File: src/rtl/phys_free_list.sv
// Circular free list of physical register addresses: speculative alloc head, commit-side
// head for one-cycle mispredict recovery, and a tail that takes back superseded paddrs.
module phys_free_list #(
    parameter int NUM_PREGS = 64,
    parameter int NUM_AREGS = 32,
    parameter int PADDR_W   = $clog2(NUM_PREGS),
    parameter int DEPTH     = NUM_PREGS - NUM_AREGS
) (
    input  logic                     clk,
    input  logic                     rst,
    input  logic                     branch_miss,
    input  logic                     alloc_req,
    output logic                     alloc_valid,
    output logic [PADDR_W-1:0]       alloc_paddr,
    input  logic                     commit_dealloc,
    input  logic                     free_web,
    input  logic [PADDR_W-1:0]       free_paddr,
    output logic [$clog2(DEPTH):0]   free_count,
    output logic                     empty
);

    localparam int IDX_W = $clog2(DEPTH);
    localparam int PTR_W = IDX_W + 1;

    logic [PADDR_W-1:0] r_entry [DEPTH];
    logic [PTR_W-1:0]   r_spec_head;
    logic [PTR_W-1:0]   r_commit_head;
    logic [PTR_W-1:0]   r_tail;

    logic               w_alloc;
    logic               w_push;
    logic [PTR_W-1:0]   w_spec_head_nxt;
    logic [PTR_W-1:0]   w_commit_inc;

    assign free_count  = r_tail - r_spec_head;
    assign empty       = (free_count == '0);
    assign alloc_valid = !empty;
    assign alloc_paddr = r_entry[r_spec_head[IDX_W-1:0]];

    assign w_alloc      = alloc_req && alloc_valid && !branch_miss;
    // p0 is permanently the x0 mapping, so it never re-enters the list.
    assign w_push       = free_web && (free_paddr != '0);
    assign w_commit_inc = {{(PTR_W-1){1'b0}}, commit_dealloc};

    always_comb begin
        w_spec_head_nxt = r_spec_head;
        if (branch_miss) begin
            w_spec_head_nxt = r_commit_head + w_commit_inc;
        end else if (w_alloc) begin
            w_spec_head_nxt = r_spec_head + PTR_W'(1);
        end
    end

    always_ff @(posedge clk) begin
        if (rst) begin
            r_spec_head   <= '0;
            r_commit_head <= '0;
            r_tail        <= PTR_W'(DEPTH);
        end else begin
            r_spec_head   <= w_spec_head_nxt;
            r_commit_head <= r_commit_head + w_commit_inc;
            if (w_push) begin
                r_tail <= r_tail + PTR_W'(1);
            end
        end
    end

    always_ff @(posedge clk) begin
        if (rst) begin
            for (int unsigned i = 0; i < DEPTH; i++) begin
                r_entry[IDX_W'(i)] <= PADDR_W'(NUM_AREGS + i);
            end
        end else if (w_push) begin
            r_entry[r_tail[IDX_W-1:0]] <= free_paddr;
        end
    end

    a_no_overfill: assert property (@(posedge clk) disable iff (rst)
        !(w_push && (free_count == PTR_W'(DEPTH)) && !w_alloc));

    a_commit_behind_spec: assert property (@(posedge clk) disable iff (rst)
        !(commit_dealloc && (r_commit_head == r_spec_head)));

endmodule
File: config.mk
export PLATFORM = sky130hd
export DESIGN_NAME = phys_free_list
export DESIGN_NICKNAME = d
export VERILOG_FILES = /design/src/rtl/phys_free_list.sv
export SDC_FILE = /design/constraint.sdc
export NUM_CORES = 1
export LEC_CHECK = 0
export BUFFER_PORTS_ARGS = -buffer_cell sky130_fd_sc_hd__buf_2
export CAP_MARGIN = 0
export CORE_MARGIN = 2
export CORE_UTILIZATION = 60
export DETAILED_ROUTE_END_ITERATION = 12
export PLACE_DENSITY = 0.8
export REMOVE_ABC_BUFFERS = 1
export SLEW_MARGIN = 20
export SYNTH_ARGS = -nofsm -noshare
export SYNTH_HDL_FRONTEND = slang
export SYNTH_SLANG_ARGS = --single-unit
File: constraint.sdc
create_clock -name clk -period 3.6 [get_ports clk]
set_input_delay 0.18 -clock clk [delete_from_list [all_inputs] [get_ports clk]]
set_output_delay 0.18 -clock clk [all_outputs]
set_load 0.05 [all_outputs]
==> impl_metrics.py, run 1 <==
metrics = {
    "clock_network": {
        "clk_pin_slew_worst_paths_ps": 60,
        "postCtsSetupBuffers": 0,
        "clk_latency_ps": 510,
        "htreeDepth": 1,
        "holdBufCountCts": 0,
        "cts_tree": "done",
        "ctsResizeCount": 0,
        "cts_root_buf": "clkbuf_16",
        "clock-sinks": 215,
        "cts_buffer_depth": 3,
        "tritoncts.num_buffers": 23,
    },
    "drt": {
        "drt_first_pass_iters": 5,
        "drc": 0,
        "drtIter0Drc": 659,
        "wl_um": 22850,
        "avgViaCountPerCell": 6.413,
        "post_drt_wl_per_cell_um": 23.49,
        "ant_nets": 0,
        "vias": 6240,
    },
    "cells_and_area": {
        "nFillCells": 1105,
        "drive_gt1_share_pct": 21.25,
        "final_nets": 764,
        "finalNonFillerCells": 973,
        "regArea_um2": 6231,
        "final_area_um2": 11260,
        "n_antenna_cell": 0,
        "multi_input_area_um2": 3737,
        "area_delta_synth_final_pct": 9.436,
    },
    "placement": {
        "dpl-instance-area_um2": 10560,
        "dp_hpwl_um": 15010,
        "placed_cells": 934,
        "io_buffer_count": 25,
        "place.gp.congestion": 0.8599,
    },
    "setup_path": {
        "critPathMaxFanout": 5,
        "worst_ep_arrival_time_ps": 3110,
        "required_ps": 3420,
        "critPathLaunchType": "register",
        "ff2ff_setup_slack_ps": 600,
        "end_kind": "output pin",
        "crit_type": "register to output pin",
    },
    "power": {
        "irDropWorstVdd_uv": 323.9,
        "p_leak_nw": 3.313,
        "power.density_nw_per_um2": 500.1,
        "power_w": 0.005631,
    },
    "logic_synthesis": {
        "synth_edf_count": 192,
        "synthFlopType": "edfxtp_1",
        "synth_area_per_cell_um2": 13.96,
        "async_flop_share_pct": 0,
        "synth.distinct_cells": 52,
        "syn-cell-area_um2": 10290,
        "synthCells": 737,
        "seq_area_frac_synth_pct": 60.51,
        "yosys_warnings": 0,
        "synth_seq_cells": 215,
    },
    "sta": {
        "rsz0062_at_grt": "no",
        "setup_violations": 0,
        "min_period_ps": 3286,
        "worst_pin_slew_ps": 842.6,
        "min_period_over_period_pct": 91.28,
        "fin_skew_ps": 15.91,
        "fmax_ghz": 0.3043,
        "maxSlewViolCount": 0,
        "maxSlewHeadroom_pct": 43.75,
        "finalHoldViolCount": 0,
    },
    "worst_hold_path": {
        "hold_path.class": "input pin to register",
    },
    "floorplanning": {
        "num_io_pins": 26,
        "design.core.area_um2": 16700,
        "initial_core_util_pct": 61.60,
        "die-area_um2": 18210,
        "die_h_um": 135.0,
        "fp.dieW_um": 135.0,
        "placementRows": 47,
    },
    "grt": {
        "overflow": 0,
        "grt_pass1_wl_um": 35220,
        "grt.total_usage_pct": 25.83,
        "grt_max_degree": 56,
        "grt_antenna_before_repair": 0,
        "grt_pass1_vias": 6169,
    },
    "status": {
        "outcome": "complete, no violations",
    },
    "job": {
        "max-cap-violations": 0,
    },
}
[final timing paths]
path | startpoint | end | cells past startpoint
setup reg to reg | r_tail[0]$_SDFFE_PP0P_ | r_spec_head[3]$_SDFFE_PP0P_ | 9
setup / recovery | r_tail[0]$_SDFFE_PP0P_ | empty | 9
hold reg to reg | r_commit_head[5]$_SDFF_PP0_ | r_commit_head[5]$_SDFF_PP0_ | 2
hold / removal | branch_miss | r_spec_head[4]$_SDFFE_PP0P_ | 2
[power by group]
group,internal [W],switching [W],leakage (nW)
sequential,0.00276,0.0000502,1.78
clock,0.00130,0.000914,0.341
combinational,0.000221,0.000385,1.20
total,0.00428,0.00135,3.31
[state kept, by name, summed over array words and instances (netlist names), named ones only]
register and cells:
r_entry 192, r_commit_head 6, r_spec_head 6, r_tail 6
[layout by cell type, fill, tap and decap left out, types with 3 or more instances in the layout]
master / instances
dfxtp_1: 21
ha_1: 12
clkbuf_16: 23
nor2_1: 51
buf_4: 15
mux4_2: 60
or2_1: 27
clkbuf_1: 7
a21oi_1: 7
buf_2: 25
or2_2: 9
nand2_1: 39
edfxtp_1: 192
xnor2_1: 9
nand2_2: 4
nand2b_1: 6
a221o_1: 3
clkinv_1: 4
and2_1: 50
nand3_1: 4
inv_1: 14
nor3_1: 32
clkbuf_8: 3
xor2_1: 6
nand3b_1: 4
mux2_2: 6
or3_1: 79
nand4_1: 4
[area by class of cell]
class	instances	area share, %
timing repair buffer	41	2.289
clock buffer	33	5.712
clock inverter	6	0.4889
tap	220	2.445
multi-input combinational	442	33.19
sequential	215	55.34
inverter	16	0.5334
[worst max-delay path, stage by stage (launching register included)]
cell     delay, ps
dfxtp_1        420
inv_1          130
ha_1           230
fa_1           510
inv_1           60
or4_4          540
mux2i_4        210
nand3_1        150
inv_1          100
buf_2          260
[kinds of logic (layout without fill, tap and decap cells)]
logic type                 after synthesis  after routing  synth area share, %
and+or+nand+nor                        320            320                17.06
DFF                                    215            215                60.51
buffers and inverters                   80             96                3.162
muxes                                   68             68                14.11
AOI/OAI and AO/OA                       26             26                2.225
xor gates and xnor gates                15             15                1.277
adders and majority gates               13             13                1.654
[routing by layer]
layer  vias to the layer above  routed length, um  GRT usage [%]
li1                       2749                  -              -
met4                         0                568          7.465
met5                         -                  0              0
met1                      3103               8756          35.62
met3                        40               2159          4.242
met2                       348              11370          43.15
[Yosys cell counts, types with 3 or more instances]
library cell	instances	area [um2]
edfxtp_1	192	5766
or3_1	79	494.2
mux4_2	60	1351
clkbuf_1	51	191.4
nor2_1	51	191.4
and2_1	50	312.8
nand2_1	39	146.4
nor3_1	32	160.2
or2_1	27	168.9
dfxtp_1	23	460.4
inv_1	15	56.30
ha_1	12	150.1
or2_2	9	56.30
xnor2_1	9	78.83
buf_2	8	40.04
a21oi_1	7	35.03
mux2_2	6	67.56
nand2b_1	6	37.54
xor2_1	6	52.55
nand2_2	4	25.02
nand3_1	4	20.02
nand3b_1	4	30.03
nand4_1	4	25.02
a221o_1	3	30.03
buf_1	3	11.26
[per-stage QoR]
step | setup WS (ps) | utilization (%) | hold WS (ps) | TNS (ps)
6_report | 314.1 | 67.42 | 68.91 | 0
5_1_grt | 203.1 | 67.42 | 99.26 | 0
4_1_cts | 310.7 | 67.42 | 60.66 | 0
3_5_place_dp | 613.7 | 63.24 | 519.0 | 0
3_3_place_gp | 709.8 | 63.24 | 513.6 | 0
2_1_floorplan | -161.7 | - | 246.7 | -970.4
Note: power is estimated with default switching activity, not from simulation.
==> inputs of run 2 (changes only) <==
--- a/config.mk
+++ b/config.mk
@@ -11,7 +11,6 @@
 export CORE_UTILIZATION = 60
 export DETAILED_ROUTE_END_ITERATION = 12
 export PLACE_DENSITY = 0.8
-export REMOVE_ABC_BUFFERS = 1
 export SLEW_MARGIN = 20
 export SYNTH_ARGS = -nofsm -noshare
 export SYNTH_HDL_FRONTEND = slang
==> impl_metrics.py, run 2 (synthesized netlist as in run 1, its figures left out) <==
metrics = {
    "status": {
        "outcome": "complete, no violations",
    },
    "grt": {
        "top_usage_layer": "met2",
        "overflow": 0,
        "grt_pass1_vias": 6109,
        "grtUsageMet3_pct": 5.030,
        "met1_usage_pct": 35.15,
        "grt_pass1_wl_um": 34670,
        "gr-usage-met2_pct": 42.13,
        "grt_antenna_before_repair": 0,
        "grt_max_degree": 56,
        "grt.total_usage_pct": 25.54,
    },
    "cells_and_area": {
        "final_common_cell": "edfxtp_1",
        "finalNonFillerCells": 970,
        "final_area_um2": 11180,
        "area_delta_synth_final_pct": 8.708,
        "n_antenna_cell": 0,
        "largest_register_ff_count": 192,
        "nFillCells": 1137,
        "mostFrequentLayoutCells": "edfxtp_1, or3_1, mux4_2",
        "regArea_um2": 6231,
        "multi_input_area_um2": 3737,
        "top_register": "r_entry",
        "final_nets": 761,
        "drive_gt1_share_pct": 21.07,
    },
    "floorplanning": {
        "num_io_pins": 26,
        "die-area_um2": 18210,
        "die_h_um": 135.0,
        "fp.dieW_um": 135.0,
        "placementRows": 47,
        "initial_core_util_pct": 61.60,
        "design.core.area_um2": 16700,
    },
    "clock_network": {
        "clk_pin_slew_worst_paths_ps": 50,
        "clock-sinks": 215,
        "ctsResizeCount": 0,
        "tritoncts.num_buffers": 22,
        "holdBufCountCts": 0,
        "clk_latency_ps": 510,
        "cts_tree": "done",
        "cts_root_buf": "clkbuf_16",
        "htreeDepth": 1,
        "postCtsSetupBuffers": 0,
        "cts_buffer_depth": 3,
    },
    "sta": {
        "rsz0062_at_grt": "no",
        "fmax_ghz": 0.3113,
        "fin_skew_ps": 16.82,
        "worst_pin_slew_ps": 876.1,
        "maxSlewHeadroom_pct": 41.51,
        "finalHoldViolCount": 0,
        "min_period_ps": 3213,
        "tns_ps": 0,
        "setup_violations": 0,
        "min_period_over_period_pct": 89.24,
        "maxSlewViolCount": 0,
    },
    "setup_path": {
        "ff2ff_setup_slack_ps": 600,
        "required_ps": 3420,
        "worst_ep_arrival_time_ps": 3030,
        "crit_type": "register to output pin",
        "reg2regPathDepth": 9,
        "critPathMaxFanout": 23,
        "critPathLaunchType": "register",
        "reg2reg_from": "r_tail[0]$_SDFFE_PP0P_",
        "end_kind": "output pin",
    },
    "job": {
        "max-cap-violations": 0,
    },
    "worst_hold_path": {
        "hold_path.class": "input pin to register",
        "hold_end": "r_commit_head[0]$_SDFF_PP0_",
        "holdPathStages": 4,
        "worstHoldStart": "commit_dealloc",
    },
    "drt": {
        "avgViaCountPerCell": 6.437,
        "vias": 6244,
        "drtIter0Drc": 606,
        "wl_um": 22390,
        "post_drt_wl_per_cell_um": 23.09,
        "drt_first_pass_iters": 5,
        "drc": 0,
        "ant_nets": 0,
    },
    "placement": {
        "placed_cells": 932,
        "place.gp.congestion": 0.8541,
        "dp_hpwl_um": 14570,
        "io_buffer_count": 25,
        "dpl-instance-area_um2": 10550,
    },
    "logic_synthesis": {
        "syn_nets": 762,
    },
    "power": {
        "p_leak_nw": 3.280,
        "irDropWorstVdd_uv": 323.1,
        "power.density_nw_per_um2": 488.3,
    },
}
## run 2: changes by cell type in the layout (fill, tap and decap cells not counted), sizes merged
cell    previous run  this run
bufinv             1         0
clkinv             5        12
buf               41        39
clkbuf            33        27
inv               16        15
## run 2: per-layer routing
| layer | part of all wire, % | vias to the layer above |
|---|---|---|
| met1 | 38 | 3100 |
| met5 | 0 | - |
| li1 | - | 2758 |
| met4 | 2.2 | 0 |
| met3 | 10 | 38 |
| met2 | 50 | 348 |
## run 2: final cells by class
class	count	area share, %
flip-flops and latches	215	55.71
multi-input cells	442	33.42
clock buffers	27	5.280
well taps	220	2.461
repair buffers	39	2.170
inverters	16	0.5370
clock inverters	11	0.4251
## run 2: report_power, final
part	internal [W]	total [W]	switching (W)
Clock	0.00116	0.00205	0.000892
Sequential	0.00276	0.00281	0.0000541
Combinational	0.000221	0.000602	0.000381
Total	0.00413	0.00546	0.00133
## run 2: how the worst max path moves through the flow
stage | endpoint | slack, ps
CTS | alloc_paddr[2] | 340
detailed placement | r_spec_head[4]$_SDFFE_PP0P_ | 620
global route | empty | 250
global placement | register | 700
floorplan | empty | 250
finish | alloc_paddr[2] | 390
## run 2: worst max-delay path, cell delays in order, from the launching register on
cell     delay, ps
dfxtp_4        640
buf_4          290
mux4_2         560
mux4_2         520
mux2_2         300
buf_2          220
## run 2: stage by stage
| step | setup slack (ps) | hold slack [ps] | util, % | power, W |
|---|---|---|---|---|
| finish | 387.4 | 42.78 | 66.97 | 0.005461 |
| global route | 246.3 | 78.70 | 66.97 | 0.005607 |
| CTS | 344.4 | 26.51 | 66.97 | 0.005474 |
| detailed placement | 621.3 | 516.5 | 63.15 | 0.003461 |
| global placement | 699.6 | 520.9 | 63.15 | 0.003449 |
| floorplan | 250.0 | 359.3 | - | 0.003297 |
==> inputs of run 3 (changes only) <==
--- a/config.mk
+++ b/config.mk
@@ -9,8 +9,9 @@
 export CAP_MARGIN = 0
 export CORE_MARGIN = 2
 export CORE_UTILIZATION = 60
+export CTS_CLUSTER_SIZE = 12
 export DETAILED_ROUTE_END_ITERATION = 12
-export PLACE_DENSITY = 0.8
+export PLACE_DENSITY = 0.82
 export SLEW_MARGIN = 20
 export SYNTH_ARGS = -nofsm -noshare
 export SYNTH_HDL_FRONTEND = slang
==> impl_metrics.py, run 3 (synthesized netlist as in run 1, its figures left out) <==
metrics = {
    "status": {
        "outcome": "complete, no violations",
    },
    "cells_and_area": {
        "drive_gt1_share_pct": 20.69,
        "nFillCells": 1134,
        "final_util_pct": 67.14,
        "top_register": "r_entry",
        "n_antenna_cell": 0,
        "mostFrequentLayoutCells": "edfxtp_1, or3_1, mux4_2",
        "regArea_um2": 6231,
        "final_common_cell": "edfxtp_1",
        "multi_input_area_um2": 3737,
        "largest_register_ff_count": 192,
        "final_nets": 758,
        "area_delta_synth_final_pct": 8.987,
    },
    "floorplanning": {
        "placementRows": 47,
        "fp.dieW_um": 135.0,
        "design.core.area_um2": 16700,
        "num_io_pins": 26,
        "initial_core_util_pct": 61.60,
        "die-area_um2": 18210,
        "die_h_um": 135.0,
    },
    "clock_network": {
        "clock-sinks": 215,
        "cts_tree": "done",
        "cts_root_buf": "clkbuf_16",
        "holdBufCountCts": 0,
        "htreeDepth": 1,
        "ctsResizeCount": 0,
        "tritoncts.num_buffers": 23,
        "clk_latency_ps": 500,
        "clk_pin_slew_worst_paths_ps": 60,
        "postCtsSetupBuffers": 0,
        "cts_buffer_depth": 3,
    },
    "setup_path": {
        "ff2ff_setup_slack_ps": 610,
        "critPathLaunchType": "register",
        "end_kind": "output pin",
        "worst_ep_arrival_time_ps": 3040,
        "reg2regPathDepth": 9,
        "reg2reg_from": "r_tail[0]$_SDFFE_PP0P_",
        "critPathMaxFanout": 5,
        "required_ps": 3420,
        "crit_type": "register to output pin",
    },
    "drt": {
        "vias": 6141,
        "ant_nets": 0,
        "avgViaCountPerCell": 6.337,
        "post_drt_wl_per_cell_um": 22.44,
        "drtIter0Drc": 742,
        "wl_um": 21740,
        "drt_first_pass_iters": 5,
        "drc": 0,
    },
    "sta": {
        "setup_violations": 0,
        "fin_skew_ps": 18.34,
        "rsz0062_at_grt": "no",
        "maxSlewViolCount": 0,
        "finalHoldViolCount": 0,
        "maxSlewHeadroom_pct": 44.99,
        "min_period_ps": 3223,
        "worst_pin_slew_ps": 824.1,
        "fmax_ghz": 0.3103,
        "min_period_over_period_pct": 89.53,
        "tns_ps": 0,
    },
    "power": {
        "irDropWorstVdd_uv": 373.3,
        "power.density_nw_per_um2": 498.9,
        "p_leak_nw": 3.280,
    },
    "grt": {
        "grt_max_degree": 56,
        "overflow": 0,
        "grt_pass1_wl_um": 34950,
        "grt_antenna_before_repair": 0,
        "grt.total_usage_pct": 25.29,
        "grt_pass1_vias": 6126,
    },
    "worst_hold_path": {
        "hold_end": "r_commit_head[0]$_SDFF_PP0_",
        "holdPathStages": 4,
        "worstHoldStart": "commit_dealloc",
        "hold_path.class": "input pin to register",
    },
    "job": {
        "max-cap-violations": 0,
    },
    "logic_synthesis": {
        "syn_nets": 762,
    },
    "placement": {
        "dp_hpwl_um": 14000,
        "place.gp.congestion": 0.8467,
        "io_buffer_count": 25,
    },
}
run 3: changes by cell type in the layout (fill, tap and decap cells not counted):
cell	previous run	this run
clkbuf_4	0	2
buf_12	1	2
clkinv_1	7	1
buf_4	13	8
inv_6	0	1
bufinv_16	0	1
clkinv_2	5	2
clkbuf_1	4	12
run 3: how the worst max path moves through the flow:
stage                           start                          end  slack [ps]  depth (start not counted)
6_report       r_tail[0]$_SDFFE_PP0P_                        empty         380                          9
5_1_grt                      register               alloc_paddr[2]         260                          5
4_1_cts                      register               alloc_paddr[2]         350                          5
3_5_place_dp   r_tail[0]$_SDFFE_PP0P_  r_spec_head[4]$_SDFFE_PP0P_         610                          9
3_3_place_gp   r_tail[0]$_SDFFE_PP0P_                     register         710                          9
2_1_floorplan  r_tail[0]$_SDFFE_PP0P_                        empty         250                          8
run 3: stage by stage:
step                      total power (W)  cell area, um2  instances  hold slack (ps)  setup slack, ps
after floorplan                  0.003297           10290        737            359.3            250.0
after global placement           0.003439           10530        928            518.2            710.1
after detailed placement         0.003454           10530        928            535.6            606.7
after CTS                        0.005612           11210        969            23.68            348.2
after global routing             0.005766           11210        969            51.95            261.0
final                            0.005594           11210        969            29.82            377.0
run 3: worst max-delay path, cell delays in order, from the launching register on:
cell     delay, ps
dfxtp_1        420
inv_1          130
ha_1           230
fa_1           500
inv_1           60
or4_4          540
mux2i_4        210
nand3_1        130
inv_1           80
buf_2          250
run 3: power by group:
group | internal, W | leakage (nW) | switching, W | total [W]
Combinational | 0.000220 | 1.17 | 0.000377 | 0.000597
Sequential | 0.00276 | 1.78 | 0.0000510 | 0.00281
Clock | 0.00128 | 0.333 | 0.000910 | 0.00219
Total | 0.00426 | 3.28 | 0.00134 | 0.00559
run 3: cell type report:
class / count / share of cell area [%]
inverters: 16 / 0.5356
well taps: 220 / 2.455
clock inverters: 4 / 0.4352
multi-input cells: 442 / 33.33
clock buffers: 37 / 5.668
repair buffers: 35 / 2.008
flip-flops and latches: 215 / 55.57
run 3: routing by layer:
layer,global-route usage (%),up-vias,share of wire [%]
met5,0,-,0
met4,8.218,0,2.4
li1,-,2749,-
met3,4.467,35,8.9
met2,39.93,286,49
met1,36.43,3071,40
